File: config.mk
export PLATFORM = sky130hd
export DESIGN_NAME = clint_mh
export DESIGN_NICKNAME = d
export VERILOG_FILES = /design/src/rtl/clint_mh.sv
export SDC_FILE = /design/constraint.sdc
export NUM_CORES = 1
export LEC_CHECK = 0
export CAP_MARGIN = 40
export CORE_MARGIN = 1.5
export CORE_UTILIZATION = 65
export CTS_CLUSTER_SIZE = 10
export DETAILED_ROUTE_END_ITERATION = 6
export HOLD_SLACK_MARGIN = 0.05
export PLACE_DENSITY = 0.92
export SLEW_MARGIN = 10
export SYNTH_ARGS = -nofsm -noshare
export SYNTH_HDL_FRONTEND = slang
export SYNTH_SLANG_ARGS = --single-unit
File: constraint.sdc
create_clock -name clk_i -period 5.25 [get_ports clk_i]
set_input_delay 0.7875 -clock clk_i [delete_from_list [all_inputs] [get_ports clk_i]]
set_output_delay 0.7875 -clock clk_i [all_outputs]
set_load 0.005 [all_outputs]
File: src/rtl/clint_mh.sv
// clint_mh -- multi-hart Core Local Interruptor on a Wishbone slave port.
//
// A shared 64-bit mtime advances once every TICK_DIV clocks. Each hart has
// its own 64-bit mtimecmp and a 1-bit msip. Both interrupt outputs are
// registered and therefore lag the register state by one cycle.
//
// Handshake: a request is valid while wb_cyc_i & wb_stb_i. A valid request
// that is not already being acknowledged is accepted on a clock edge. On that
// same edge a write commits, read data is captured, and wb_ack_o rises for
// exactly one cycle. wb_dat_o is zero whenever wb_ack_o is low.
//
// Ports:
//   clk_i, rst_ni            clock, synchronous active-low reset
//   wb_cyc_i, wb_stb_i       Wishbone cycle / strobe
//   wb_we_i                  1 = write
//   wb_adr_i[31:0]           byte address; only [15:2] is decoded
//   wb_dat_i[31:0]           write data
//   wb_sel_i[3:0]            byte-lane enables
//   wb_dat_o[31:0]           registered read data
//   wb_ack_o                 single-cycle acknowledge
//   timer_irq_o[NUM_HARTS]   MTIP per hart (mtime >= mtimecmp[h])
//   soft_irq_o[NUM_HARTS]    MSIP per hart
module clint_mh #(
  parameter int NUM_HARTS = 2,
  parameter int TICK_DIV  = 1
) (
  input  logic                 clk_i,
  input  logic                 rst_ni,
  input  logic                 wb_cyc_i,
  input  logic                 wb_stb_i,
  input  logic                 wb_we_i,
  input  logic [31:0]          wb_adr_i,
  input  logic [31:0]          wb_dat_i,
  input  logic [3:0]           wb_sel_i,
  output logic [31:0]          wb_dat_o,
  output logic                 wb_ack_o,
  output logic [NUM_HARTS-1:0] timer_irq_o,
  output logic [NUM_HARTS-1:0] soft_irq_o
);

  localparam int PW = (TICK_DIV > 1) ? $clog2(TICK_DIV) : 1;
  localparam logic [PW-1:0] PS_MAX = PW'(TICK_DIV - 1);

  logic [63:0]          mtime_q;
  logic [PW-1:0]        ps_q;
  logic [63:0]          mtimecmp_q [NUM_HARTS];
  logic [NUM_HARTS-1:0] msip_q;
  logic                 ack_q;
  logic [31:0]          dat_q;
  logic [NUM_HARTS-1:0] timer_irq_q;
  logic [NUM_HARTS-1:0] soft_irq_q;

  logic        access;
  logic        wr;
  logic        tick;
  logic [15:0] off;
  logic        sel_msip, sel_cmp, sel_mtime, hi;
  logic [3:0]  hart_msip, hart_cmp;
  logic [31:0] rdata;
  logic        unused_adr;

  // Accept only when not already acknowledging, so a held request is
  // serviced every other cycle.
  assign access = wb_cyc_i & wb_stb_i & ~ack_q;
  assign wr     = access & wb_we_i;
  assign tick   = (ps_q == PS_MAX);
  assign off    = wb_adr_i[15:0];

  // Region decode. The per-hart index is matched inside the loops below,
  // so an index at or beyond NUM_HARTS matches nothing and behaves as
  // unmapped.
  assign sel_msip  = (off[15:6] == 10'h000);
  assign sel_cmp   = (off[15:7] == 9'h080);
  assign sel_mtime = (off[15:3] == 13'h17FF);
  assign hi        = off[2];
  assign hart_msip = off[5:2];
  assign hart_cmp  = off[6:3];

  assign unused_adr = ^{wb_adr_i[31:16], wb_adr_i[1:0]};

  function automatic logic [31:0] merge_lanes(input logic [31:0] old_v,
                                              input logic [31:0] new_v,
                                              input logic [3:0]  sel);
    logic [31:0] res;
    for (int k = 0; k < 4; k++) begin
      res[8*k +: 8] = sel[k] ? new_v[8*k +: 8] : old_v[8*k +: 8];
    end
    return res;
  endfunction

  always_comb begin
    rdata = 32'h0;
    for (int h = 0; h < NUM_HARTS; h++) begin
      if (sel_msip && hart_msip == 4'(h)) rdata = {31'h0, msip_q[h]};
      if (sel_cmp && hart_cmp == 4'(h)) begin
        rdata = hi ? mtimecmp_q[h][63:32] : mtimecmp_q[h][31:0];
      end
    end
    if (sel_mtime) rdata = hi ? mtime_q[63:32] : mtime_q[31:0];
  end

  always_ff @(posedge clk_i) begin
    if (!rst_ni) begin
      mtime_q     <= 64'h0;
      ps_q        <= '0;
      msip_q      <= '0;
      ack_q       <= 1'b0;
      dat_q       <= 32'h0;
      timer_irq_q <= '0;
      soft_irq_q  <= '0;
      for (int h = 0; h < NUM_HARTS; h++) mtimecmp_q[h] <= '1;
    end else begin
      ack_q <= access;
      dat_q <= (access && !wb_we_i) ? rdata : 32'h0;

      // A software write to mtime wins over the tick and restarts the
      // prescaler; only the addressed half changes, with no carry.
      if (wr && sel_mtime) begin
        ps_q <= '0;
        if (hi) mtime_q[63:32] <= merge_lanes(mtime_q[63:32], wb_dat_i, wb_sel_i);
        else    mtime_q[31:0]  <= merge_lanes(mtime_q[31:0], wb_dat_i, wb_sel_i);
      end else if (tick) begin
        ps_q    <= '0;
        mtime_q <= mtime_q + 64'h1;
      end else begin
        ps_q <= ps_q + 1'b1;
      end

      for (int h = 0; h < NUM_HARTS; h++) begin
        if (wr && sel_cmp && hart_cmp == 4'(h)) begin
          if (hi) mtimecmp_q[h][63:32] <= merge_lanes(mtimecmp_q[h][63:32], wb_dat_i, wb_sel_i);
          else    mtimecmp_q[h][31:0]  <= merge_lanes(mtimecmp_q[h][31:0], wb_dat_i, wb_sel_i);
        end
        if (wr && sel_msip && hart_msip == 4'(h) && wb_sel_i[0]) msip_q[h] <= wb_dat_i[0];
        timer_irq_q[h] <= (mtime_q >= mtimecmp_q[h]);
      end
      soft_irq_q <= msip_q;
    end
  end

  assign wb_ack_o    = ack_q;
  assign wb_dat_o    = dat_q;
  assign timer_irq_o = timer_irq_q;
  assign soft_irq_o  = soft_irq_q;

endmodule

# --- Word level (Yosys, flattened, before mapping) ---
# Memories as Yosys holds them, arrays and structs flattened.
# Cells that the tools add are included.
word_totals:
  register_bits: 104
  ram_bits: 128
  input_bits: 73
  out_inout_bits: 37
  elab_cells: 120
  n_memories: 1
classes:
  n_addsub: 2
  order_cmp: 2
  eq_ne: 11
  n_mux: 51
  n_bitwise: 10
  n_reduce_logical: 28
memory_table:
  columns: ["name", "words", "word_bits", "rd", "rd_ports_with_merged_regs", "write_ports", "line_no", "text"]
  rows:
  - ["mtimecmp_q", 2, 64, 2, 0, 2, "46", "logic [63:0] mtimecmp_q [NUM_HARTS];"]
op_table:
  columns: ["op", "n"]
  rows:
  - ["32-bit 2-to-1 mux", 13]
  - ["8-bit 2-to-1 mux", 20]
  - ["64-bit >= comparator", 2]
  - ["64-bit 2-to-1 mux", 2]
  - ["64-bit by 1-bit adder with 64-bit output (second input constant)", 1]
  - ["3-bit AND reduction", 8]
  - ["1-bit 2-to-1 mux", 16]
  - ["1-bit logical AND", 14]
  - ["13-bit == test (second input constant)", 1]
  - ["2-bit inequality test (second input constant)", 6]
  - ["10-bit zero test", 1]
  - ["9-bit by 8-bit == test with 1-bit output (second input constant)", 1]
  - ["4-bit by 1-bit == test with 1-bit output (second input constant)", 2]
  - ["4-bit zero test", 2]
  - ["1-bit bitwise OR", 4]
  - ["1-bit AND", 3]
  - ["1-bit inverter", 3]
  - ["3-bit OR reduction", 1]
  - ["2-bit by 1-bit inequality test with 1-bit output (second input constant)", 1]
  - ["2-bit AND reduction", 1]
  - ["1-bit adder (second input constant)", 1]
  - ["1-bit zero test", 1]

# --- Logic depth before layout (Yosys ltp) ---
logic_depth:
  word_depth: 9
  ltp_mapped: 10
  ltp_nobuf: 8

# --- Least setup slack after synthesis ---
# Ideal clock, no wire load.
synth_timing:
  path_kind: "input port to flip-flop"
  from: "input wb_cyc_i"
  to: "memory mtimecmp_q[1][16], enable pin"
  setup_ns: 0.384
  arrival_ns: 2.727
  required_ns: 4.866
  slack_ns: 2.139
  path_stages: 6
  n_path_buf: 2
  cell_sequence: "nand4b_1 clkbuf_1 nor2_1 nand3_1 clkbuf_1 o21ai_0"
synth_rtl:
  columns: ["element", "line_no", "text"]
  rows:
  - ["start: declaration", "29", "input logic wb_cyc_i,"]
  - ["end: declaration", "46", null]

# --- Worst setup path after layout ---
layout_timing:
  from: "input wb_adr_i[14]"
  to: "register mtime_q[9]"
layout_between:
  elab_chain_cells: 4
  elab_cells_between_ends: 7
  cone_classes: "eq/ne (4); mux (1); reduce/logical (2)"
layout_lines:
  columns: ["element", "line_no", "text"]
  rows:
  - ["start: declaration", "32", "input logic [31:0] wb_adr_i,"]
  - ["13-bit == test *", "74", "assign sel_mtime = (off[15:3] == 13'h17FF);"]
  - ["1-bit logical AND *", "118", "if (wr && sel_mtime) begin"]
  - ["2-bit inequality test (no line) or 2-bit by 1-bit inequality test with 1-bit output (tied branches)", null, null]
  - ["3-bit AND reduction (no line)", null, null]
  - ["end signal: assignment", "121", "else mtime_q[31:0] <= merge_lanes(mtime_q[31:0], wb_dat_i, wb_sel_i);"]
  - ["end signal: assignment", "124", "mtime_q <= mtime_q + 64'h1;"]
  - ["end: declaration", "44", "logic [63:0] mtime_q;"]
# Mark *: on every way between the ends. The rest lies on a longest branch, timed or not.
# A chain may end at the register's enable or synchronous reset.

==> impl_results.md <==
- Status: finished, final reports clean
- Library cell used as clock root buffer: sky130_fd_sc_hd__clkbuf_16
- Area of combinational cells with multiple inputs: between 0.008 and 0.009 sq mm
- Post-route cell area: 0.0169 sq mm
- Global-route congestion overflow total: 0
- Share of the yosys chip area belonging to registers: 0.399
- I/O Buffers: 91
- Level count of the clock H-tree: 1
- Number of placed I/O pins: 110
- Number of cells produced by synthesis: about 1600
- Half-perimeter wire length after placement: approximately 33000 microns
- Starting density of the core: 0.659
- Clock latency at the later pin of the worst-skew pair: around 0.55 ns
- Share of cells above drive strength 1: 0.0796
- R2R Setup Slk: 1.97 ns
- End of the worst register-to-register path: timer_irq_o[0]$_SDFF_PN0_
- Beginning of the critical path: wb_adr_i[14]
- Required time reported for the critical path endpoint: 5.72 ns
- R2r worst-path depth: 7
- Slowest CP cell: sky130_fd_sc_hd__o21ai_1
- Largest stage delay, worst path: roughly 0.74 ns
- EDFF count, synth: 128
- Data arrival at the endpoint of the critical path: 4.03 ns
- Power Density: 236 mW/mm^2
- Clock tree from TritonCTS: done
- Period Utilization, post-route: 0.680
- Routability cong.: 0.990
- Clock Pin Slew Worst Setup and Hold Paths: roughly 0.060 ns
- Wire length after detailed routing: 45900 microns
- Setup bufs post-CTS: 0
- Leak: ~0.0073 uW
- Hold wc startpoint: msip_q[1]$_SDFFE_PN0P_
- Slew of the pin with the lowest slew margin: 0.995 ns
- Crit-path cells: clkdlybuf4s50_1, nand4b_1, nor4_4, a21oi_1, buf_4, o21ai_1, mux2i_1, a211oi_1
- Summed instance area of the synthesized netlist: approximately 0.015 sq mm
- Top FF cell, synth: sky130_fd_sc_hd__edfxtp_1
- Most area-consuming cells after synthesis: sky130_fd_sc_hd__edfxtp_1 26%, sky130_fd_sc_hd__dfxtp_1 14%, sky130_fd_sc_hd__ha_1 11%
- Ratio of routed vias to standard cells: 6.94
- Hold buffer count at cts: 0
- Setup total negative slack: 0 ns
- Area grow syn2layout: 13.7%
- Detailed Routing Iterations Pass 1: 6
- Cts repair resizes: 0
- Synthesized Nets: 1810
- Antenna violations before repair: 0
- Register bit total from synthesis: 232
- CTS Buffer Depth: 3
- Max-cap violations: 0
- Share of async-settable or async-resettable flops after synthesis: 0
- Count of yosys warnings during synthesis: 0
- Remaining design rule violation count: 0
- Via count: 13800
- Die W: 154 microns
- Standard cell area after detailed placement: 0.0160 sq mm
- Number of max-slew violations in the final report: 0
- Syn avg cell area: between 9 and 10 sq um
- Top achievable clock speed: 280 MHz
- Die Ht: 154 microns
- Critical Path Sink Type: flop
- Synth top area share: 0.259
- Crit Path Max Fanout: 12
- Worst-case hold path end point: msip_q[1]$_SDFFE_PN0P_
- Final Critical Period: 3.57 ns
- First-pass GRT wire length: 71400 microns
- Remaining antenna violation count: 0
- Clk_skew: 0.0177 ns
- Floorplan die area: 0.0238 sq mm
- Final net count: 1878
- Unrepaired setup endpoints after global routing: false
- Fillers: ~1600
- Gr usage total: 0.384
- Clock buffer count from CTS: 28
- CORE AREA: 0.0226 sq mm
- Sinks on the clock net: 232
- Number of rows created at floorplan: 55
- Via count of the first global-routing pass: 13200
- Register cell area after layout: just under 0.006 sq mm
- Peak VDD IR: 0.000253 V
- Cell taking the most area after synthesis: sky130_fd_sc_hd__edfxtp_1
- Path class of the lowest-slack min-delay path: reg2reg
- Library cells used by synthesis: 81
- Total of endpoints with negative setup slack in the final report: 0
- Final hold vios: 0
- Detailed-route wire length per cell: approximately 23 microns
- Pin count of the biggest net entering global routing: 65
- Drt initial violations: 1938
- CP Class: in2reg
- Hold Path Stages: 2
- Relative slew slack: 0.320
- Launch instance of the worst register-to-register path: mtime_q[45]$_SDFFE_PN0P_
- Startpoint kind of the worst setup timing path: primary input
## how the worst max path moves through the flow
stage / cells after the start / end
2_1_floorplan: 6 / mtimecmp_q[1][16]$_DFFE_PP_
4_1_cts: 8 / mtime_q[9]$_SDFFE_PN0P_
5_1_grt: 8 / mtime_q[9]$_SDFFE_PN0P_
3_5_place_dp: 8 / mtime_q[9]$_SDFFE_PN0P_
3_3_place_gp: 9 / mtime_q[28]$_SDFFE_PN0P_
6_report: 8 / mtime_q[9]$_SDFFE_PN0P_
## cell usage in the layout (no fill, tap or decap), types with 40 or more instances in the layout
master and count:
sky130_fd_sc_hd__o21ai_0 64, sky130_fd_sc_hd__dfxtp_1 104, sky130_fd_sc_hd__ha_1 129, sky130_fd_sc_hd__mux2i_1 98, sky130_fd_sc_hd__nand4_1 47, sky130_fd_sc_hd__nand3_1 52
sky130_fd_sc_hd__o22ai_1 40, sky130_fd_sc_hd__clkdlybuf4s50_1 89, sky130_fd_sc_hd__a21oi_1 110, sky130_fd_sc_hd__edfxtp_1 128, sky130_fd_sc_hd__inv_1 139, sky130_fd_sc_hd__nand2_1 117
sky130_fd_sc_hd__nor2_1 97, sky130_fd_sc_hd__o21a_1 76
## layer usage
| layer | vias to the layer above | GRT usage | part of all wire | wire [microns] |
|---|---|---|---|---|
| li1 | 6125 | - | - | - |
| met1 | 6428 | 0.511 | 0.38 | 17600 |
| met2 | 996 | 0.607 | 0.45 | 20700 |
| met3 | 209 | 0.0728 | 0.12 | 5330 |
| met4 | 0 | 0.181 | 0.049 | 2260 |
| met5 | - | 0 | 0 | 0 |
## worst max-delay path: cells and delay by family
family                 cells  cell delay [ns]
buffers and inverters      2             0.80
and+or+nand+nor            2             0.89
muxes                      1             0.18
AOI/OAI and AO/OA          3             1.36
## layout make-up
type	count	share of cell area
diodes	1	0.000148
clock buffers	49	0.0486
clock inverters	2	0.000740
inverters	139	0.0309
multi-input cells	1149	0.477
flip-flops and latches	232	0.351
well taps	285	0.0211
repair buffers	126	0.0711
## through the flow
step / hold slack, ns / util / total power (uW) / instances / setup slack (ns)
after floorplan: 0.440 / - / 2100 / 1608 / 2.14
after global placement: 0.452 / 0.711 / 2220 / 1930 / 1.29
after detailed placement: 0.459 / 0.711 / 2220 / 1930 / 1.21
after CTS: 0.465 / 0.748 / 3980 / 1981 / 1.77
after global routing: 0.501 / 0.749 / 4070 / 1982 / 1.52
final: 0.467 / 0.749 / 4000 / 1983 / 1.68
## kinds of logic after synthesis
kind of cell    Yosys count  share of synthesized area
simple gates            468                      0.165
compound gates          451                      0.200
flops                   232                      0.399
buf+inv                 227                     0.0603
fa+ha+maj               129                      0.109
mux                      99                     0.0667
other cells               1                   0.000252
xor+xnor                  1                   0.000589
## power breakdown
part	leakage [uW]	switching [uW]	internal [uW]
registers	0.00181	19.5	1930
clock network	0.000399	752	1050
logic	0.00508	157	94.2
## synth_stat cells, drive strengths merged (29+ instances only)
cell type  count
nor3          29
o21ai         74
dfxtp        104
or2           37
o21a          76
nand4         49
a21oi        110
nand3         54
ha           129
edfxtp       128
o22ai         40
nand2        118
clkbuf        60
inv          139
mux2i         98
nor2          99
## state kept, by name, indices dropped and copies added (netlist names)
register,flops
mtimecmp_q,128
wb_ack_o,1
timer_irq_o,2
wb_dat_o,32
soft_irq_o,2
ps_q,1
msip_q,2
mtime_q,64
Note: power is estimated with default switching activity, not from simulation.
